File: src/rtl/fma_dot_seq.sv
// -----------------------------------------------------------------------------
// fma_dot_seq
//
// Sequencer around an unsigned multiply-accumulate step. One start command
// computes the dot product of a streamed vector of (a,b) operand pairs:
// every accepted beat performs acc <= a*b + acc in a widened accumulator,
// and the finished sum is offered on a valid/ready result port.
//
// Build option:
//   FMA_DOT_SEQ_BIAS_EN  when defined, adds input 'bias' (sampled with start).
//                        The accumulator then starts at bias instead of zero.
//
// Ports:
//   clk         in   1          clock, all state on rising edge
//   rst_n       in   1          asynchronous active-low reset
//   start       in   1          command strobe, only honoured in IDLE
//   len         in   LEN_WIDTH  number of (a,b) pairs, sampled with start
//   bias        in   WIDTH      initial accumulator value (BIAS_EN only)
//   busy        out  1          high in RUN and DONE
//   in_valid    in   1          operand pair valid
//   in_ready    out  1          pair accepted this cycle (RUN only)
//   in_a        in   WIDTH      multiplicand
//   in_b        in   WIDTH      multiplier
//   out_valid   out  1          result valid (DONE only)
//   out_ready   in   1          consumer takes the result
//   out_result  out  ACC_WIDTH  accumulator contents
// -----------------------------------------------------------------------------
module fma_dot_seq #(
    parameter int WIDTH     = 4,
    parameter int LEN_WIDTH = 4
) (
    input  logic                             clk,
    input  logic                             rst_n,
    input  logic                             start,
    input  logic [LEN_WIDTH-1:0]             len,
`ifdef FMA_DOT_SEQ_BIAS_EN
    input  logic [WIDTH-1:0]                 bias,
`endif
    output logic                             busy,
    input  logic                             in_valid,
    output logic                             in_ready,
    input  logic [WIDTH-1:0]                 in_a,
    input  logic [WIDTH-1:0]                 in_b,
    output logic                             out_valid,
    input  logic                             out_ready,
    output logic [2*WIDTH+LEN_WIDTH-1:0]     out_result
);

    // Wide enough for (2**LEN_WIDTH-1) maximal products plus a maximal bias.
    localparam int ACC_WIDTH = 2*WIDTH + LEN_WIDTH;

    localparam logic [1:0] ST_IDLE = 2'd0;
    localparam logic [1:0] ST_RUN  = 2'd1;
    localparam logic [1:0] ST_DONE = 2'd2;

    logic [1:0]           state_q, state_d;
    logic [ACC_WIDTH-1:0] acc_q, acc_d;
    logic [LEN_WIDTH-1:0] remaining_q, remaining_d;
    logic [ACC_WIDTH-1:0] acc_init;
    logic [ACC_WIDTH-1:0] product;

`ifdef FMA_DOT_SEQ_BIAS_EN
    assign acc_init = ACC_WIDTH'(bias);
`else
    assign acc_init = '0;
`endif

    // Operands are widened before multiplying so the product is never truncated.
    assign product = ACC_WIDTH'(in_a) * ACC_WIDTH'(in_b);

    // Handshake outputs decode the registered state only; in_ready never
    // depends on in_valid, so there is no combinational loop through the source.
    assign busy       = (state_q != ST_IDLE);
    assign in_ready   = (state_q == ST_RUN);
    assign out_valid  = (state_q == ST_DONE);
    assign out_result = acc_q;

    always_comb begin
        // NOTE: every signal gets a default before the case so no path leaves
        // it unassigned; otherwise synthesis infers a latch.
        state_d     = state_q;
        acc_d       = acc_q;
        remaining_d = remaining_q;

        case (state_q)
            ST_IDLE: begin
                if (start) begin
                    acc_d       = acc_init;
                    remaining_d = len;
                    state_d     = (len == '0) ? ST_DONE : ST_RUN;
                end
            end
            ST_RUN: begin
                if (in_valid) begin
                    acc_d       = acc_q + product;
                    remaining_d = remaining_q - 1'b1;
                    if (remaining_q == LEN_WIDTH'(1)) begin
                        state_d = ST_DONE;
                    end
                end
            end
            ST_DONE: begin
                // start is deliberately not looked at here: a command arriving
                // with the result handshake waits for the next IDLE cycle.
                if (out_ready) begin
                    state_d = ST_IDLE;
                end
            end
            default: begin
                state_d = ST_IDLE;
            end
        endcase
    end

    always_ff @(posedge clk or negedge rst_n) begin
        if (!rst_n) begin
            state_q     <= ST_IDLE;
            acc_q       <= '0;
            remaining_q <= '0;
        end else begin
            // NOTE: non-blocking assignments so every register updates from
            // the values present before this edge, independent of ordering.
            state_q     <= state_d;
            acc_q       <= acc_d;
            remaining_q <= remaining_d;
        end
    end

endmodule

File: config.mk
export PLATFORM = sky130hd
export DESIGN_NAME = fma_dot_seq
export DESIGN_NICKNAME = d
export VERILOG_FILES = /design/src/rtl/fma_dot_seq.sv
export SDC_FILE = /design/constraint.sdc
export NUM_CORES = 1
export LEC_CHECK = 0
export CAP_MARGIN = 20
export CORE_ASPECT_RATIO = 0.5
export CORE_MARGIN = 4
export CORE_UTILIZATION = 40
export CTS_CLUSTER_DIAMETER = 100
export CTS_CLUSTER_SIZE = 40
export DETAILED_ROUTE_END_ITERATION = 7
export MAX_ROUTING_LAYER = met4
export PLACE_DENSITY = 0.75
export SLEW_MARGIN = 25
export SYNTH_ARGS = -nofsm -noshare
export SYNTH_HDL_FRONTEND = slang
export SYNTH_SLANG_ARGS = --single-unit
File: constraint.sdc
create_clock -name clk -period 3.05 [get_ports clk]
set_input_delay 0.7625 -clock clk [delete_from_list [all_inputs] [get_ports clk]]
set_output_delay 0.7625 -clock clk [all_outputs]
set_load 0.02 [all_outputs]
; Word-level counts from Yosys, hierarchy flattened
; Index checks and enable logic that the tools add are counted.
[totals]
out_inout_bits = 15
word_cells = 31
regBits = 18
in_bits = 17
[classes]
mux = 12
n_eq_ne = 7
addsub = 2
reduce_logical = 6
mul = 1
[ops]
columns = operator, n
row1 = $mux 12, 2
row2 = $pmux 12 s2, 1
row3 = $add 12x8->12, 1
row4 = $mux 2, 5
row5 = $mul 4x4->8, 1
row6 = $mux 4, 2
row7 = $pmux 4 s2, 1
row8 = $pmux 2 s3, 1
row9 = $eq 4x1->1 const B, 1
row10 = $logic_not 4->1, 1
row11 = $ne 2x1->1 const B, 2
row12 = $ne 2x2->1 const B, 2
row13 = $reduce_and 4->1, 1
row14 = $reduce_bool 2->1, 2
row15 = $sub 4x1->4 const B, 1
row16 = $reduce_and 3->1, 1
row17 = $eq 2x1->1 const B, 1
row18 = $eq 2x2->1 const B, 1
row19 = $logic_not 2->1, 1

; Logic depth before layout (Yosys ltp)
; Gate-level depths: netlist of run 1.
[logic_depth]
depth_word = 4
depth_mapped = 13
ltp_nobuf = 13

; Least setup slack after synthesis of run 1
; OpenSTA, ideal clock, no wires.
[synth_timing]
path_kind = input to register
startpoint = input port in_a[0]
endpoint = register acc_q[10] (netlist: out_result[10])
slack_ps = -614
setup_ps = 128
arrival_time_ps = 3536
required_time_ps = 2922
path_buffers = 0
cell_stages = 11
path_cell_list = nand2_1 -> fa_1 -> fa_1 -> fa_1 -> inv_1 -> ha_1 -> nand3_1 -> o2111ai_2 -> a221o_1 -> a21oi_1 -> nor3b_2
[synth_via]
elab_chain_cells = 4
[synth_rtl]
columns = element, line_no
row1 = start: declaration, 42  ; input logic [WIDTH-1:0] in_a,
row2 = $mul 4x4->8, 69  ; assign product = ACC_WIDTH'(in_a) * ACC_WIDTH'(in_b);
row3 = $add 12x8->12, 95  ; acc_d = acc_q + product;
row4 = $mux 12, 94  ; if (in_valid) begin
row5 = $pmux 12 s2, 85  ; case (state_q)
row6 = end signal: assignment, 118  ; acc_q <= '0;
row7 = end signal: assignment, 124  ; acc_q <= acc_d;
row8 = end: declaration, 57  ; logic [ACC_WIDTH-1:0] acc_q, acc_d;
; Every way passes these cells. The select of a mux whose other input is x is not followed.
; A chain may end at the register's enable or synchronous reset.

; Worst setup path after layout of run 1
[layout_timing]
startpoint = input port in_a[2]
endpoint = register acc_q[10] (netlist: out_result[10])
; Same word-level chain as after synthesis.

==> run metrics, run 1 <==
critical path, cell by cell buf_12, nand2_8, fa_1, fa_1, fa_1, inv_2, ha_4, nand3_4, o2111ai_4, a221o_1, nand3_1, nor3b_2; chip width 97.87 um; DP Wirelength between 2000 and 3000 um; worst hold path class register to register; Sink Count 18; Max clock buf depth 2; CP Max Fanout 4; final hold violation count 0; wire length per cell 13.97 um; # port buffers 31; min Tclk post-route roughly 3.3 ns; ys async rst share 1.000; area of the multi-input gates ~1200 um2; worst reg2reg setup slack approximately 0.7 ns; I/O pins 32; Layout Cells excl Fill 270; vias in the first global route 1421; Top delay family on crit path adder cells; post-route cell area roughly 2200 um2; area grow syn2layout 38.88%; root buffer cell clkbuf_8; CP Launch Point in_a[2]; fillers roughly 310; initial core utilization 0.4414; n_diodes 0; failing checks setup timing; drt total wl around 3800 um; Final Slew Violations 0; EDFF count, synth 0; hold buffers post-CTS 0; hold slack 0.5118 ns; VDD IR max 442.5 uV; Setup crit end kind register; grt total ovfl 0; final worst path period share 1.094; final cell utilization of the core 0.6130; Slew HR 0.4433; Core Area 3660 um2; clock skew roughly 0.007 ns; Worst R2R Start out_result[2]; Worst-path clk slew ~0.070 ns; global-route wire length before repair 6610 um; Required @ worst endpoint 3.18 ns; layout cell share with drive strength beyond 1 0.2237; cts bufs inserted 3; Netlist cell types 39; Detail Route Antenna Nets 0; sequential fraction of the synthesis area 0.2789; unrepaired setup endpoints after global routing yes; Vias between 1000 and 1500; DIE AREA approximately 5200 um2; Setup CP Type primary input to register; fin nets 266; cell repeated most along the worst path fa_1; setup TNS -1.762 ns; total power around 1.8 mW; CP max stage cell fa_1; Post-synth top flop dfrtp_1; FF/Latch Area approximately 450 um2; outcome complete, but fails checks; Syn Nets around 220; Die Y 52.94 um; Pre-antenna DRT Iters 4; CP arrival about 3.5 ns; placed cells between 200 and 300; fin worst setup slack -0.2872 ns; CP startpoint kind primary input; initial DRC count 80; Syn Inst Count ~180; Fmax achieved 299.7 MHz; warnings from Yosys 0; CTS tree built; max incr delay on CP 0.55 ns; Pwr Density roughly 800 nW/um2; synth top area cells dfrtp_1 (28%), ha_1 (15%), fa_1 (11%); placed cell areas between 2000 and 2500 um2; synthesized flop and latch total 18; worst hold start out_result[6]; worst skew pair latency 0.26 ns; largest net degree at the start of global routing 19; Mapped Avg Cell Area 9.230 um2; depth of the CTS H-tree 1; Yosys top cell by area dfrtp_1; mapped cell area roughly 1600 um2; DP Worst Slack -1.148 ns; Vias/cell ~5; Max Cap Viol 0; Synth top area share 0.2789; GPL Wtd Cong slightly below 0.9; antenna violations before repair 0; # DRC 0; actual slew at the worst max-slew pin between 0.8 and 0.9 ns; GRT Overall Usage 0.1622; Worst Path Buf+Inv 2; Final Setup Violations 8; Leak Pwr between 1 and 1.5 nW; Row Count 15
-- what timing repair did --
item,CTS,global route
pin swaps,14,22
endpoints found under the setup margin,10,8
setup buffers,1,1
resized for setup,40,16
-- cell usage in the layout (no fill, tap or decap), types with 2 or more instances in the layout --
cell type        instances
and2_1                  11
fa_2                     2
o21ai_0                  3
clkbuf_8                 4
xor2_1                   4
a21o_1                   2
a21oi_1                  4
nor2_1                   8
buf_4                   14
nand3_1                  3
o21ai_1                  7
a22o_1                   3
inv_2                    2
o211ai_1                 2
clkdlybuf4s50_1         23
fa_1                     7
nand2_2                  3
inv_1                   24
ha_4                     3
xnor2_1                  3
a21oi_2                  2
o22a_1                   2
a221o_1                  3
dfrtp_1                 18
and2_4                   3
nand2_1                 14
ha_1                    17
-- report_power, final --
part | internal, mW | leakage, nW | switching, mW | total [mW]
registers | 0.322 | 0.235 | 0.0857 | 0.408
logic | 0.591 | 0.791 | 0.601 | 1.19
clock network | 0.115 | 0.0288 | 0.0834 | 0.198
-- cells in the mapped netlist (all sizes together) (2+ instances only) --
| library cell | count |
|---|---|
| and2 | 14 |
| a211oi | 2 |
| xnor2 | 4 |
| buf | 3 |
| dfrtp | 18 |
| ha | 20 |
| fa | 9 |
| nand3 | 5 |
| o21ai | 11 |
| a21oi | 6 |
| inv | 26 |
| nor2 | 9 |
| o22a | 2 |
| xor2 | 4 |
| a22o | 3 |
| a221o | 3 |
| a21o | 2 |
| o211ai | 2 |
| nand2 | 18 |
-- final cells by class --
| type | instances | share of cell area |
|---|---|---|
| timing repair buffer | 43 | 0.1801 |
| clock buffer | 4 | 0.02454 |
| inverter | 26 | 0.04350 |
| multi-input combinational | 128 | 0.5226 |
| tap | 51 | 0.02844 |
| sequential | 18 | 0.2008 |
-- final timing paths --
kind                                        to  depth (start not counted)
worst max-delay path            out_result[10]                         12
worst min-delay path             out_result[6]                          2
worst max register to register  out_result[10]                          7
worst min register to register   out_result[6]                          2
max in group asynchronous        out_result[8]                          1
min in group asynchronous       remaining_q[0]                          1
-- metal layers --
layer / GRT usage / share of wire / wire length, um / vias up
met2: 0.2917 / 0.49 / 1832 / 31
met3: 0.02500 / 0.050 / 187 / 2
met1: 0.1984 / 0.46 / 1725 / 660
met5: - / 0 / 0 / -
li1: - / - / - / 678
met4: 0.03448 / 0.0072 / 27 / 0
-- logic make-up after synthesis --
kind of cell	after synthesis	share of synthesized area
and+or+nand+nor	55	0.1774
AOI/OAI and AO/OA	35	0.1549
buffers and inverters	29	0.07280
adders and majority gates	29	0.2665
DFF	18	0.2789
xor gates and xnor gates	8	0.04337
muxes	1	0.006197
-- worst register-to-register path: stages, from the launching register on --
cell and delay [ns]:
dfrtp_1 0.42, fa_1 0.54, ha_1 0.33, a21oi_2 0.21, o2111ai_4 0.16, a221o_1 0.35
a21oi_2 0.16, nor3b_2 0.06
-- flip-flops by register name, summed over array words and instances (netlist names) --
register,count
out_result,12
remaining_q,4
state_q,2
(Power assumes the default switching activity.)
==> inputs of run 2 (changes only) <==
--- a/config.mk
+++ b/config.mk
@@ -14,7 +14,8 @@
 export DETAILED_ROUTE_END_ITERATION = 7
 export MAX_ROUTING_LAYER = met4
 export PLACE_DENSITY = 0.75
-export SLEW_MARGIN = 25
+export SETUP_SLACK_MARGIN = 0.05
+export SLEW_MARGIN = 10
 export SYNTH_ARGS = -nofsm -noshare
 export SYNTH_HDL_FRONTEND = slang
 export SYNTH_SLANG_ARGS = --single-unit
==> run 2 against run 1 <==
  * The flow still finishes with violations (setup timing)
  * Largest power group unchanged
  * Clock-buffer cell count is the same
  * Clock power hardly changed
  * Critical endpoint is now out_result[11]
  * Combinational power is 4% higher
==> run metrics, run 2 (synthesis gave the netlist of run 1 again) <==
Setup CP Type primary input to register; drt total wl between 3000 and 4000 um; depth of the CTS H-tree 1; most common cell after layout, fill and taps aside inv_1; fin nets roughly 270; Pwr Density about 800 nW/um2; crit path to out_result[11]; Sink Count 18; area grow syn2layout 40.98%; Row Count 15; vias in the first global route 1441; hold buffers post-CTS 0; antenna violations before repair 0; CTS tree built; final hold violation count 0; Final Setup Violations 8; # DRC 0; fin worst setup slack -0.2687 ns; max FFs per register 12; Final Slew Violations 0; wire length per cell 13.85 um; GPL Wtd Cong 0.8719; Fmax achieved approximately 300 MHz; Worst-path clk slew 0.07 ns; initial core utilization 0.4414; grt total ovfl 0; Detail Route Antenna Nets 0; worst skew pair latency ~0.26 ns; Vias/cell approximately 5; failing checks setup timing; hold slack about 0.52 ns; Pre-antenna DRT Iters 4; Vias between 1000 and 1500; CP arrival around 3.5 ns; chip width approximately 98 um; Leak Pwr roughly 1.1 nW; R2R cell count 8; most frequent cells in the layout inv_1 (24), clkdlybuf4s50_1 (23), dfrtp_1 (18); Max clock buf depth 2; final worst path period share 1.088; DP Worst Slack -1.148 ns; Die Y between 50 and 60 um; global-route wire length before repair between 6000 and 7000 um; GRT Overall Usage 0.1647; Core Area ~3700 um2; root buffer cell clkbuf_8; layout cell share with drive strength beyond 1 0.2273; unrepaired setup endpoints after global routing yes; Setup crit end kind register; min Tclk post-route about 3.3 ns; Max Cap Viol 0; DIE AREA 5181 um2; CP Max Fanout 4; DP Wirelength 2968 um; Required @ worst endpoint about 3.2 ns; worst reg2reg setup slack about 0.70 ns; largest net degree at the start of global routing 19; initial DRC count 55; outcome complete, but fails checks; I/O pins 32; Slew HR 0.4269; Critical R2R Capture out_result[11]; VDD IR max 383.3 uV; cts bufs inserted 3; n_diodes 0; # port buffers 31; actual slew at the worst max-slew pin ~0.86 ns; worst hold path class register to register; hold depth 2; CP startpoint kind primary input; Worst R2R Start out_result[1]; CP Launch Point in_b[3]; clock skew roughly 0.0047 ns
[run 2: cell types whose count changed in the layout (fill, tap and decap cells not counted), sizes merged]
cell,change
buf,+1
[run 2: what timing repair did]
action,in CTS,in global routing
gates resized for setup,50,12
setup buffers,2,2
endpoints found under the setup margin,10,9
endpoints found under the hold margin,0,0
pin swaps,18,15
[run 2: power breakdown]
group          switching [mW]  leakage, nW  internal (mW)
clock                  0.0862       0.0288          0.115
sequential             0.0851        0.235          0.322
combinational           0.616        0.807          0.627
total                   0.788         1.07           1.06
[run 2: stage by stage]
stage | TNS, ns | utilization | power (mW) | instance area, um2 | instances
3_5_place_dp | -9.368 | 0.5744 | 1.480 | 2102 | 265
3_3_place_gp | -8.834 | 0.5744 | 1.446 | 2102 | 265
2_1_floorplan | -1.644 | - | 1.113 | 1665 | 175
5_1_grt | -2.631 | 0.6222 | 2.005 | 2277 | 271
6_report | -1.903 | 0.6222 | 1.851 | 2277 | 271
4_1_cts | -2.360 | 0.6082 | 1.772 | 2226 | 270
[run 2: worst max-delay path, cell delays in order]
cell and delay, ns:
buf_8 0.08, nand2_4 0.04, fa_1 0.55, fa_1 0.44, fa_1 0.52, inv_2 0.05, ha_4 0.26, a211oi_4 0.24
o211ai_1 0.16, nand4_1 0.15, xor2_1 0.16, nor2_1 0.06
[run 2: worst min path at each step]
stage                     to          start
2_1_floorplan  out_result[0]          rst_n
3_3_place_gp   out_result[6]  out_result[6]
3_5_place_dp   out_result[6]  out_result[6]
4_1_cts        out_result[6]  out_result[6]
5_1_grt        out_result[3]  out_result[3]
6_report       out_result[6]  out_result[6]
[run 2: layout make-up]
cell class	count	area [um2]
Fill cell	307	1383
Multi-Input combinational cell	128	1182
Sequential cell	18	450.4
Timing Repair Buffer	44	427.9
Inverter	26	97.59
Tap cell	51	63.81
Clock buffer	4	55.05
[run 2: routing by layer]
layer	vias up	GRT usage	share of wire
li1	678	-	-
met1	650	0.2066	0.46
met2	28	0.2838	0.48
met3	2	0.03553	0.048
met4	0	0.02759	0.0051
met5	-	-	0
